==> src/rtl/dccm_arbiter_if.sv <==
// dccm_arbiter_if: LSU, DMA and DCCM signal bundle around the DCCM port arbiter.
interface dccm_arbiter_if #(parameter int ADDR_W = 32, parameter int DATA_W = 32);
   logic              lsu_rd_en_i, lsu_wr_en_i, lsu_stall_o;
   logic [ADDR_W-1:0] lsu_rd_addr_i, lsu_wr_addr_i;
   logic [DATA_W-1:0] lsu_wr_data_i, lsu_rd_data_o;
   logic              dma_req_i, dma_we_i, dma_gnt_o, dma_rvalid_o;
   logic [ADDR_W-1:0] dma_addr_i;
   logic [DATA_W-1:0] dma_wdata_i, dma_rdata_o;
   logic              dccm_wr_en_o, dccm_rd_en_o;
   logic [ADDR_W-1:0] dccm_wr_addr_o, dccm_rd_addr_o;
   logic [DATA_W-1:0] dccm_wr_data_o, dccm_rd_data_i;
   modport slave (
      input  lsu_rd_en_i, lsu_wr_en_i, lsu_rd_addr_i, lsu_wr_addr_i, lsu_wr_data_i,
      input  dma_req_i, dma_we_i, dma_addr_i, dma_wdata_i, dccm_rd_data_i,
      output lsu_rd_data_o, lsu_stall_o, dma_gnt_o, dma_rvalid_o, dma_rdata_o,
      output dccm_wr_en_o, dccm_rd_en_o, dccm_wr_addr_o, dccm_rd_addr_o, dccm_wr_data_o
   );
   modport master (
      output lsu_rd_en_i, lsu_wr_en_i, lsu_rd_addr_i, lsu_wr_addr_i, lsu_wr_data_i,
      output dma_req_i, dma_we_i, dma_addr_i, dma_wdata_i, dccm_rd_data_i,
      input  lsu_rd_data_o, lsu_stall_o, dma_gnt_o, dma_rvalid_o, dma_rdata_o,
      input  dccm_wr_en_o, dccm_rd_en_o, dccm_wr_addr_o, dccm_rd_addr_o, dccm_wr_data_o
   );
endinterface

==> src/rtl/dccm_arbiter.sv <==
// dccm_arbiter: shares the DCCM port between the LSU (priority, zero latency) and a DMA
// requester, with a starvation counter that forces one DMA grant after STARVE_MAX blocked cycles.
module dccm_arbiter #(
   parameter int ADDR_W     = 32,
   parameter int DATA_W     = 32,
   parameter int STARVE_MAX = 8
) (
   input logic clk,
   input logic rst_n,
   dccm_arbiter_if.slave bus
);
   localparam int CW = $clog2(STARVE_MAX + 1);
   typedef enum logic {NORMAL, FORCE} state_t;
   state_t  r_state;
   logic [CW-1:0] r_cnt;
   logic    w_lsu_req, w_gnt, w_lsu_rd, w_lsu_wr, w_dma_rd;
   assign w_lsu_req = bus.lsu_rd_en_i | bus.lsu_wr_en_i;
   assign w_gnt     = rst_n & bus.dma_req_i & ((r_state == FORCE) | ~w_lsu_req);
   // LSU owns the port whenever the DMA is not granted; everything is gated off in reset
   assign w_lsu_rd  = rst_n & ~w_gnt & bus.lsu_rd_en_i;
   assign w_lsu_wr  = rst_n & ~w_gnt & bus.lsu_wr_en_i;
   assign w_dma_rd  = w_gnt & ~bus.dma_we_i;
   assign bus.dma_gnt_o      = w_gnt;
   assign bus.lsu_stall_o    = rst_n & (r_state == FORCE) & w_lsu_req & bus.dma_req_i;
   assign bus.lsu_rd_data_o  = bus.dccm_rd_data_i;
   assign bus.dccm_wr_en_o   = w_gnt ? bus.dma_we_i : w_lsu_wr;
   assign bus.dccm_rd_en_o   = w_gnt ? ~bus.dma_we_i : w_lsu_rd;
   assign bus.dccm_wr_addr_o = w_gnt ? bus.dma_addr_i : w_lsu_wr ? bus.lsu_wr_addr_i : {ADDR_W{1'b0}};
   assign bus.dccm_rd_addr_o = w_gnt ? bus.dma_addr_i : w_lsu_rd ? bus.lsu_rd_addr_i : {ADDR_W{1'b0}};
   assign bus.dccm_wr_data_o = (w_gnt & bus.dma_we_i) ? bus.dma_wdata_i :
                               w_lsu_wr ? bus.lsu_wr_data_i : {DATA_W{1'b0}};
   always_ff @(posedge clk or negedge rst_n) begin
      if (!rst_n) begin
         r_state          <= NORMAL;
         r_cnt            <= '0;
         bus.dma_rvalid_o <= 1'b0;
         bus.dma_rdata_o  <= {DATA_W{1'b0}};
      end else begin
         r_state          <= NORMAL;
         r_cnt            <= '0;
         bus.dma_rvalid_o <= w_dma_rd;
         if (w_dma_rd) bus.dma_rdata_o <= bus.dccm_rd_data_i;
         if (bus.dma_req_i & ~w_gnt) begin
            if (r_cnt == CW'(STARVE_MAX - 1)) r_state <= FORCE;
            else r_cnt <= r_cnt + 1'b1;
         end
      end
   end
endmodule

==> src/flat_wrapper.sv <==
// flat-port wrapper written by rule: the top's interface ports become plain ports
module dccm_arbiter_flat 
#(
   parameter int ADDR_W     = 32,
   parameter int DATA_W     = 32,
   parameter int STARVE_MAX = 8
)
  (clk, rst_n, bus_lsu_rd_en_i, bus_lsu_wr_en_i, bus_lsu_rd_addr_i, bus_lsu_wr_addr_i, bus_lsu_wr_data_i, bus_dma_req_i, bus_dma_we_i, bus_dma_addr_i, bus_dma_wdata_i, bus_dccm_rd_data_i, bus_lsu_rd_data_o, bus_lsu_stall_o, bus_dma_gnt_o, bus_dma_rvalid_o, bus_dma_rdata_o, bus_dccm_wr_en_o, bus_dccm_rd_en_o, bus_dccm_wr_addr_o, bus_dccm_rd_addr_o, bus_dccm_wr_data_o);
  dccm_arbiter_if #(.ADDR_W(ADDR_W), .DATA_W(DATA_W)) bus_i ();
  input logic clk;
  input logic rst_n;
  input wire logic [$bits(bus_i.lsu_rd_en_i)-1:0] bus_lsu_rd_en_i;
  input wire logic [$bits(bus_i.lsu_wr_en_i)-1:0] bus_lsu_wr_en_i;
  input wire logic [$bits(bus_i.lsu_rd_addr_i)-1:0] bus_lsu_rd_addr_i;
  input wire logic [$bits(bus_i.lsu_wr_addr_i)-1:0] bus_lsu_wr_addr_i;
  input wire logic [$bits(bus_i.lsu_wr_data_i)-1:0] bus_lsu_wr_data_i;
  input wire logic [$bits(bus_i.dma_req_i)-1:0] bus_dma_req_i;
  input wire logic [$bits(bus_i.dma_we_i)-1:0] bus_dma_we_i;
  input wire logic [$bits(bus_i.dma_addr_i)-1:0] bus_dma_addr_i;
  input wire logic [$bits(bus_i.dma_wdata_i)-1:0] bus_dma_wdata_i;
  input wire logic [$bits(bus_i.dccm_rd_data_i)-1:0] bus_dccm_rd_data_i;
  output wire logic [$bits(bus_i.lsu_rd_data_o)-1:0] bus_lsu_rd_data_o;
  output wire logic [$bits(bus_i.lsu_stall_o)-1:0] bus_lsu_stall_o;
  output wire logic [$bits(bus_i.dma_gnt_o)-1:0] bus_dma_gnt_o;
  output wire logic [$bits(bus_i.dma_rvalid_o)-1:0] bus_dma_rvalid_o;
  output wire logic [$bits(bus_i.dma_rdata_o)-1:0] bus_dma_rdata_o;
  output wire logic [$bits(bus_i.dccm_wr_en_o)-1:0] bus_dccm_wr_en_o;
  output wire logic [$bits(bus_i.dccm_rd_en_o)-1:0] bus_dccm_rd_en_o;
  output wire logic [$bits(bus_i.dccm_wr_addr_o)-1:0] bus_dccm_wr_addr_o;
  output wire logic [$bits(bus_i.dccm_rd_addr_o)-1:0] bus_dccm_rd_addr_o;
  output wire logic [$bits(bus_i.dccm_wr_data_o)-1:0] bus_dccm_wr_data_o;
  assign bus_i.lsu_rd_en_i = bus_lsu_rd_en_i;
  assign bus_i.lsu_wr_en_i = bus_lsu_wr_en_i;
  assign bus_i.lsu_rd_addr_i = bus_lsu_rd_addr_i;
  assign bus_i.lsu_wr_addr_i = bus_lsu_wr_addr_i;
  assign bus_i.lsu_wr_data_i = bus_lsu_wr_data_i;
  assign bus_i.dma_req_i = bus_dma_req_i;
  assign bus_i.dma_we_i = bus_dma_we_i;
  assign bus_i.dma_addr_i = bus_dma_addr_i;
  assign bus_i.dma_wdata_i = bus_dma_wdata_i;
  assign bus_i.dccm_rd_data_i = bus_dccm_rd_data_i;
  assign bus_lsu_rd_data_o = bus_i.lsu_rd_data_o;
  assign bus_lsu_stall_o = bus_i.lsu_stall_o;
  assign bus_dma_gnt_o = bus_i.dma_gnt_o;
  assign bus_dma_rvalid_o = bus_i.dma_rvalid_o;
  assign bus_dma_rdata_o = bus_i.dma_rdata_o;
  assign bus_dccm_wr_en_o = bus_i.dccm_wr_en_o;
  assign bus_dccm_rd_en_o = bus_i.dccm_rd_en_o;
  assign bus_dccm_wr_addr_o = bus_i.dccm_wr_addr_o;
  assign bus_dccm_rd_addr_o = bus_i.dccm_rd_addr_o;
  assign bus_dccm_wr_data_o = bus_i.dccm_wr_data_o;
  dccm_arbiter #(.ADDR_W(ADDR_W), .DATA_W(DATA_W), .STARVE_MAX(STARVE_MAX)) u_core (.clk(clk), .rst_n(rst_n), .bus(bus_i));
endmodule
==> config.mk <==
export PLATFORM = sky130hd
export DESIGN_NAME = dccm_arbiter_flat
export DESIGN_NICKNAME = d
export VERILOG_FILES = /design/src/rtl/dccm_arbiter_if.sv /design/src/rtl/dccm_arbiter.sv /design/src/flat_wrapper.sv
export SDC_FILE = /design/constraint.sdc
export NUM_CORES = 1
export LEC_CHECK = 0
export BUFFER_PORTS_ARGS = -buffer_cell sky130_fd_sc_hd__buf_4
export CAP_MARGIN = 20
export CORE_AREA = 3 3 139 141
export CTS_CLUSTER_DIAMETER = 40
export DETAILED_ROUTE_END_ITERATION = 6
export DIE_AREA = 0 0 142 144
export PLACE_DENSITY = 0.4
export SLEW_MARGIN = 20
export SYNTH_ARGS = -nofsm -noshare
export SYNTH_HDL_FRONTEND = slang
export SYNTH_SLANG_ARGS = --single-unit
==> constraint.sdc <==
create_clock -name clk -period 3.8 [get_ports clk]
set_clock_uncertainty 0.15 [all_clocks]
set_input_delay 0.38 -clock clk [delete_from_list [all_inputs] [get_ports clk]]
set_output_delay 0.38 -clock clk [all_outputs]
set_load 0.02 [all_outputs]
# [After elaboration in Yosys (flattened, before gate mapping)]
# Index checks and enable logic that the tools add are counted.
[op_classes] add_sub_neg=1 eq_ne=1 muxes=12 bitwise=16
[op_table] op="$mux W32" count=6
[op_table] op="$and A1 B1 Y1" count=11
[op_table] op="$mux W4" count=2
[op_table] op="$add A4 B1 Y4 const B" count=1
[op_table] op="$eq A4 B3 Y1 const B" count=1
[op_table] op="$mux W1" count=4
[op_table] op="$not A1 Y1" count=3
[op_table] op="$or A1 B1 Y1" count=2
[totals] reg_bits=38 out_inout_bits=165 elab_cells=34

# [Logic depth before layout (Yosys ltp)]
# Gate-level depths: netlist of run 1.
[depth] word_depth=9 ltp_mapped=5

# [Worst setup path before layout of run 1]
# OpenSTA, ideal clock, no wires.
[synth_timing] path_type="input -> output" start="input port bus_lsu_wr_en_i" end="output port bus_dccm_wr_addr_o[25]" arrival_time_ps=1386 t_required_ps=3270 setup_slack_ps=1884 cell_stages=4 path_buffers=1 path_cell_list="o21ba_2 > nor2_1 > buf_2 > a22o_1"
[synth_via] elab_chain_len=9
[synth_rtl] item="from (decl)" line_no="flat_wrapper.sv:13" rtl="input wire logic [$bits(bus_i.lsu_wr_en_i)-1:0] bus_lsu_wr_en_i;"
[synth_rtl] item="$or A1 B1 Y1 *" line_no="dccm_arbiter.sv:17" rtl="assign w_lsu_req = bus.lsu_rd_en_i | bus.lsu_wr_en_i;"
[synth_rtl] item="$not A1 Y1 *" line_no="dccm_arbiter.sv:18" rtl="assign w_gnt = rst_n & bus.dma_req_i & ((r_state == FORCE) | ~w_lsu_req);"
[synth_rtl] item="$or A1 B1 Y1 *" line_no="dccm_arbiter.sv:18"
[synth_rtl] item="$and A1 B1 Y1 *" line_no="dccm_arbiter.sv:18"
[synth_rtl] item="via bus_dma_gnt_o" line_no="flat_wrapper.sv:24" rtl="output wire logic [$bits(bus_i.dma_gnt_o)-1:0] bus_dma_gnt_o;"
[synth_rtl] item="$not A1 Y1" line_no="dccm_arbiter.sv:21" rtl="assign w_lsu_wr = rst_n & ~w_gnt & bus.lsu_wr_en_i;"
[synth_rtl] item="$and A1 B1 Y1 (2 in a row)" line_no="dccm_arbiter.sv:21"
[synth_rtl] item="$mux W32" line_no="dccm_arbiter.sv:28" rtl="assign bus.dccm_wr_addr_o = w_gnt ? bus.dma_addr_i : w_lsu_wr ? bus.lsu_wr_addr_i : {ADDR_W{1'b0}};"
[synth_rtl] item="$mux W32 *" line_no="dccm_arbiter.sv:28"
[synth_rtl] item="to (decl)" line_no="flat_wrapper.sv:29" rtl="output wire logic [$bits(bus_i.dccm_wr_addr_o)-1:0] bus_dccm_wr_addr_o;"
# The timed path passes the listed nets; every way through them passes the cells marked *.

# [Worst setup path after layout of run 1]
[layout_timing] start="register u_core.r_state" end="output port bus_dccm_wr_addr_o[30]"
[layout_via] elab_chain_len=7
[layout_rtl] item="from (decl)" line_no="dccm_arbiter.sv:14" rtl="state_t r_state;"
[layout_rtl] item="from (signal assigned)" line_no="dccm_arbiter.sv:34" rtl="r_state <= NORMAL;"
[layout_rtl] item="from (signal assigned)" line_no="dccm_arbiter.sv:39" rtl="r_state <= NORMAL;"
[layout_rtl] item="from (signal assigned)" line_no="dccm_arbiter.sv:44" rtl="if (r_cnt == CW'(STARVE_MAX - 1)) r_state <= FORCE;"
[layout_rtl] item="$or A1 B1 Y1 *" line_no="dccm_arbiter.sv:18"
[layout_rtl] item="$and A1 B1 Y1 *" line_no="dccm_arbiter.sv:18"
[layout_rtl] item="$not A1 Y1" line_no="dccm_arbiter.sv:21"
[layout_rtl] item="$and A1 B1 Y1 (2 in a row)" line_no="dccm_arbiter.sv:21"
[layout_rtl] item="$mux W32" line_no="dccm_arbiter.sv:28"
[layout_rtl] item="$mux W32 *" line_no="dccm_arbiter.sv:28"
# Mark *: on every way between the ends. The rest lies on a longest branch, timed or not.

==> out/metrics.cfg, run 1 <==
[die]
core-area_um2=18100
die_y_um=144
start_util=0.149
die-area_um2=20400
rows=49
ios=363
die_w_um=142

[setup_path]
crit_chain=nand2_1 > and3_2 > buf_4 > a22o_1 > buf_4
r2r-end=u_core.bus.dma_rdata_o[10]
critPathMaxStageDelay_ns=0.70
arrival_ns=2.24
critPathKind=flip-flop to primary output
slowest_stage=and3_2
timing.rr.start=u_core.r_state
cp-start-kind=flip-flop
worstPathMaxFanout=41
critPathTopFamily=simple AND/OR/NAND/NOR gates
cp-end-kind=primary output
reg2reg_slack_ns=2.02
crit_buf_inv=2
rr_worst_depth=4
crit_required_ns=3.27
cpMostUsedCell=buf_4

[place]
place_congestion=0.821
portBuffers=362
hpwl_mm=12.5

[finish]
fill_cells=1946
area_growth_pct=106
drive_gt1_frac=0.730
layout.nets=763
n_antenna_cell=0

[sta]
tightestPinTransition_ns=0.771
period_minus_slack_ns=2.77
tns_ns=0
max_freq_mhz=361
finalHoldViolCount=0
min_period_over_period=0.728
rsz0062_at_grt=false
slew_violations=0
max_slew_margin=0.486
finalSetupViolCount=0

[power_and_ir_drop]
p_total_mw=1.80
leakage_nw=2.95
p_int_mw=1.23
p_sw_mw=0.575
seqPwrFrac=0.293
p_per_area_nw_per_um2=324
swShare=0.319
max-vdd-ir-drop_uv=140
clockPowerShare=0.262
power_frac_comb=0.444

[drt]
dr.pass1.iters=4
post-route-drc-count=0
drt_iter0_drc=127
drt-total-wl_mm=14.6
viasPerCell=4.18
num_vias=3311
wl_per_cell_um=18.4
antenna_left=0

[synth]
syn_inst=245
ys_seq_elements=38
synth_area_per_cell_um2=11.0
synth_top_cell_area_share=0.352
seq_area_frac_synth=0.352
synthDistinctLibCells=25
ys_warn_count=0
synth-edff-count=0
netlist_top_cells_area=dfrtp_1, a22o_1, mux2_2
yosys.area.top_type=dfrtp_1
synth_common_cells=a22o_1, dfrtp_1, buf_4, mux2_2, buf_2
netlist_area_um2=2700
synthArstFlopShare=1.00
synth_fp_nets=444
synth_ff_type=dfrtp_1
yosysMostFrequentCell=a22o_1

[global_routing]
grt_use_total=0.126
overflow=0
grt_pass1_vias=3450
antenna_found_initial=0
grt_pass1_wl_mm=20.3
grt_max_degree=71

[clocking]
htreeDepth=2
postCtsHoldBufs=0
clk_latency_ns=0.27
cts_tree=yes
cts-root-buf=clkbuf_16
clock-sinks=38
post-cts-setup-buffer-count=0
cts_made_buffers=5
cts_resized=0
cts.clk_slew.worst_paths_ns=0.06
cts_max_path_buffers=2

[job]
cap_violations=0

[status]
outcome=completed

[worst_hold_path]
hp-class=primary input to asynchronous set/reset pin

==> through the flow <==
| step | area [µm²] | worst slack, ns | util | std cells | hold slack, ns |
|---|---|---|---|---|---|
| after floorplan | 2700 | 1.88 | - | 245 | -0.0656 |
| after global placement | 5390 | 1.23 | 0.298 | 786 | 0.322 |
| after detailed placement | 5390 | 1.17 | 0.298 | 786 | 0.327 |
| after CTS | 5560 | 1.01 | 0.308 | 793 | 0.0808 |
| after global routing | 5560 | 0.905 | 0.308 | 793 | 0.108 |
| final | 5560 | 1.03 | 0.308 | 793 | 0.0647 |
==> power by group through the flow <==
stage                     registers (mW)  logic (mW)  clock network, mW
final                              0.529       0.802              0.473
after global routing               0.542       0.853              0.513
after CTS                          0.530       0.815              0.494
after detailed placement           0.537       0.814                  0
after global placement             0.536       0.812                  0
after floorplan                    0.637       0.273                  0
==> routing by layer <==
layer	routed length, µm	GRT usage	share of wire	vias up
met2	8180	0.244	0.56	172
met4	76	0.0212	0.0052	0
met1	5210	0.141	0.36	1569
met5	0	0	0	-
met3	1120	0.0314	0.077	4
li1	-	-	-	1566
==> sequential cells by signal, summed over array words and instances, names as in the netlist <==
name                     flops
u_core.bus.dma_rdata_o      32
u_core.bus.dma_rvalid_o      1
u_core.r_cnt                 4
u_core.r_state               1
==> cells by family after synthesis <==
group,count (synthesis),synth area share
AND/OR/NAND/NOR,18,0.0464
buffers and inverters,56,0.137
flip-flops,38,0.352
multiplexers,33,0.137
XOR/XNOR,1,0.00325
AO/OA/AOI/OAI,98,0.319
adder cells (fa/ha/maj),1,0.00464
==> worst max-delay path by stage <==
| stage | end | depth (start not counted) | from | slack, ns |
|---|---|---|---|---|
| CTS | bus_dccm_wr_addr_o[19] | 5 | u_core.r_state | 1.01 |
| detailed placement | bus_dccm_wr_addr_o[19] | 6 | bus_dma_req_i | 1.17 |
| floorplan | bus_dccm_wr_addr_o[25] | 4 | bus_lsu_wr_en_i | 1.88 |
| global route | bus_dccm_wr_addr_o[21] | 5 | u_core.r_state | 0.90 |
| finish | bus_dccm_wr_addr_o[30] | 5 | u_core.r_state | 1.03 |
| global placement | bus_dccm_wr_addr_o[28] | 6 | bus_dma_req_i | 1.23 |
==> cells in the final DEF, fill, tap and decap left out <==
cell         n
buf_4      368
a22o_1      96
dfrtp_1     38
mux2_2      29
clkbuf_16    5
mux2_1       3
nand2_1      2
nor3b_1      2
and3b_1      2
nor2_1       2
or2_2        2
nand2_2      1
o21ba_2      1
nor2_4       1
and3_2       1
and3_1       1
nor3b_4      1
xnor2_1      1
nor4b_1      1
nor3_4       1
o2111a_1     1
nand3_1      1
mux2i_1      1
ha_1         1
bufinv_16    1
clkbuf_8     1
==> cell type report <==
cell class	count	area [µm²]	share of cell area
clock buffer	6	139	0.0250
clock inverter	1	30.0	0.00540
multi-input combinational	151	1390	0.251
sequential	38	951	0.171
tap	229	287	0.0515
timing repair buffer	368	2760	0.497
(Power assumes the default switching activity.)
==> run 2: changes to the inputs <==
ABC_AREA = 1   (was default)
CORE_AREA = 3 3 138 140   (was 3 3 139 141)
DIE_AREA = 0 0 141 143   (was 0 0 142 144)
PLACE_DENSITY = 0.44   (was 0.4)
clock period = 2.9 ns   (was 3.8 ns; I/O delays follow)
==> out/metrics.cfg, run 2 <==
[drt]
drt_iter0_drc=230  ; +81%
dr.pass1.iters=4  ; unchanged
num_vias=4483  ; +35%
post-route-drc-count=0  ; unchanged
drt-total-wl_mm=17.3  ; +19%
wl_per_cell_um=16.8  ; -8.9%
antenna_left=0  ; unchanged
viasPerCell=4.34  ; +4.0%

[power_and_ir_drop]
p_total_mw=2.25  ; +25%
p_per_area_nw_per_um2=378  ; +17%
max-vdd-ir-drop_uv=429  ; +210%
leakage_nw=3.56  ; +21%

[synth]
synthArstFlopShare=1.00  ; unchanged
netlist_area_um2=3280  ; +21%
synthDistinctLibCells=22  ; -12%
syn_inst=501  ; +100%
synth_ff_type=dfrtp_1
seq_area_frac_synth=0.290  ; -0.0623
yosys.area.top_type=nand2_1
netlist_top_cells_area=nand2_1, dfrtp_1, nand4_1
synth-edff-count=0  ; unchanged
yosysMostFrequentCell=nand2_1
ys_warn_count=0  ; unchanged
synth_common_cells=nand2_1, nand4_1, dfrtp_1, buf_4, buf_6
synth_area_per_cell_um2=6.54  ; -41%
synth_fp_nets=700  ; +58%
synth_top_cell_area_share=0.298  ; -0.0546
ys_seq_elements=38  ; unchanged

[global_routing]
grt_pass1_wl_mm=25.1  ; +24%
overflow=0  ; unchanged
grt_max_degree=137  ; +93%
grt_use_total=0.156  ; +0.0300
grt_pass1_vias=4268  ; +24%
antenna_found_initial=1  ; +1

[job]
cap_violations=0  ; unchanged

[clocking]
post-cts-setup-buffer-count=0  ; unchanged
cts_made_buffers=5  ; unchanged
cts_resized=0  ; unchanged
clock-sinks=38  ; unchanged
cts-root-buf=clkbuf_16
htreeDepth=2  ; unchanged
postCtsHoldBufs=0  ; unchanged
clk_latency_ns=0.28  ; about the same
cts.clk_slew.worst_paths_ns=0.06  ; about the same
cts_max_path_buffers=2  ; unchanged
cts_tree=yes

[setup_path]
critPathKind=flip-flop to primary output
cp-start-kind=flip-flop
timing.rr.start=u_core.r_state
rr_worst_depth=8  ; +4
arrival_ns=1.84  ; -0.40 ns
r2r-end=u_core.bus.dma_rdata_o[18]
worstPathMaxFanout=43  ; +4.9%
crit_required_ns=2.46  ; -0.81 ns
cp-end-kind=primary output
reg2reg_slack_ns=1.06  ; -0.96 ns

[finish]
fin_area_um2=5960  ; +7.1%
layout.nets=1000  ; +31%
regMostFlops=u_core.bus.dma_rdata_o
layout_common_cells=buf_4, nand2_1, nand4_1
multi_input_area_um2=1740  ; +25%
fill_cells=2021  ; +3.9%
reg_top3=u_core.bus.dma_rdata_o (32), u_core.r_cnt (4)
ff_latch_area_um2=951  ; unchanged
drive_gt1_frac=0.483  ; -0.248
largest_reg_flops=32  ; unchanged
area_growth_pct=81.7
final_common_cell=buf_4

[place]
dp_slack_ns=0.750  ; -0.421 ns
place_congestion=0.854  ; +4.1%
portBuffers=362  ; unchanged
placedInstanceArea_um2=5810  ; +7.7%
hpwl_mm=13.2  ; +6.2%

[sta]
slew_violations=0  ; unchanged
rsz0062_at_grt=false
max_slew_margin=0.507  ; +0.0207
tns_ns=0  ; unchanged
min_period_over_period=0.785
finalSetupViolCount=0  ; unchanged
tightestPinTransition_ns=0.740  ; -0.0310 ns
max_freq_mhz=440
period_minus_slack_ns=2.28
finalHoldViolCount=4  ; +4
fin_ws_ns=0.625  ; -0.407 ns
timing.hold.ws_ns=-0.0630  ; -0.128 ns

[die]
die-area_um2=20200  ; -1.4%
ios=363  ; unchanged
rows=49  ; unchanged
core-area_um2=18000  ; -0.68%
die_y_um=143  ; -0.69%
start_util=0.182  ; +0.0333
die_w_um=141  ; -0.70%

[status]
violations=negative hold slack
outcome=complete, but fails checks

[worst_hold_path]
hp-class=primary input to asynchronous set/reset pin

## run 2: changes by cell type in the layout (fill, tap and decap cells not counted), sizes merged, moves of 3 or more
cell | previous run | this run
nand2 | 3 | 264
a22o | 96 | 0
nand4 | 0 | 96
mux2 | 32 | 0
inv | 0 | 8
nor2 | 3 | 7
nand3 | 1 | 4
## run 2: how the worst max path moves through the flow
stage,startpoint,end,cells past startpoint
final,u_core.r_state,bus_dccm_wr_data_o[19],7
after global routing,u_core.r_state,bus_dccm_rd_addr_o[24],7
after CTS,u_core.r_state,bus_dccm_wr_data_o[30],7
after detailed placement,bus_lsu_rd_en_i,bus_dccm_wr_data_o[19],7
after global placement,bus_lsu_rd_en_i,bus_dccm_rd_en_o,7
after floorplan,bus_lsu_rd_en_i,bus_dccm_wr_en_o,5
## run 2: area by class of cell
class,instances,share of cell area
clock inverter,1,0.000840
clock buffer,7,0.0239
tap,229,0.0481
inverter,8,0.00504
antenna,1,0.000420
sequential,38,0.160
timing repair buffer,370,0.470
multi-input combinational,378,0.292
## run 2: kinds of logic (layout without fill, tap and decap cells)
kind of cell,after synthesis,in the layout,synth area share
AOI/OAI and AO/OA,3,3,0.00916
other,0,1,0
DFF,38,38,0.290
xor gates and xnor gates,1,1,0.00267
buffers and inverters,85,386,0.180
and+or+nand+nor,373,373,0.514
adders and majority gates,1,1,0.00382
## run 2: metal layers
layer,share of wire,track usage,up-vias,routed length [µm]
li1,-,-,2230,-
met1,0.41,0.205,2022,7090
met2,0.50,0.266,226,8580
met3,0.089,0.0385,5,1540
met4,0.0050,0.0250,0,86
met5,0,0,-,0
## run 2: stage by stage
stage	util	instances	hold slack [ns]
3_5_place_dp	0.323	1023	0.306
3_3_place_gp	0.323	1023	0.304
6_report	0.332	1032	-0.0630
4_1_cts	0.331	1031	0.0228
2_1_floorplan	-	501	-0.156
5_1_grt	0.332	1032	0.0426
## run 2: power breakdown
part	internal [mW]	total, mW	switching [mW]	leakage, nW
logic	0.475	1.02	0.545	3.00
registers	0.627	0.682	0.0544	0.487
clock network	0.341	0.553	0.212	0.0739
## run 2: worst max-delay path, cell delays in order (launching register included)
cell     delay (ns)
dfrtp_1        0.37
inv_1          0.14
o21ai_2        0.09
nand2_4        0.10
buf_4          0.41
nand4_1        0.14
nand2_1        0.13
buf_4          0.15
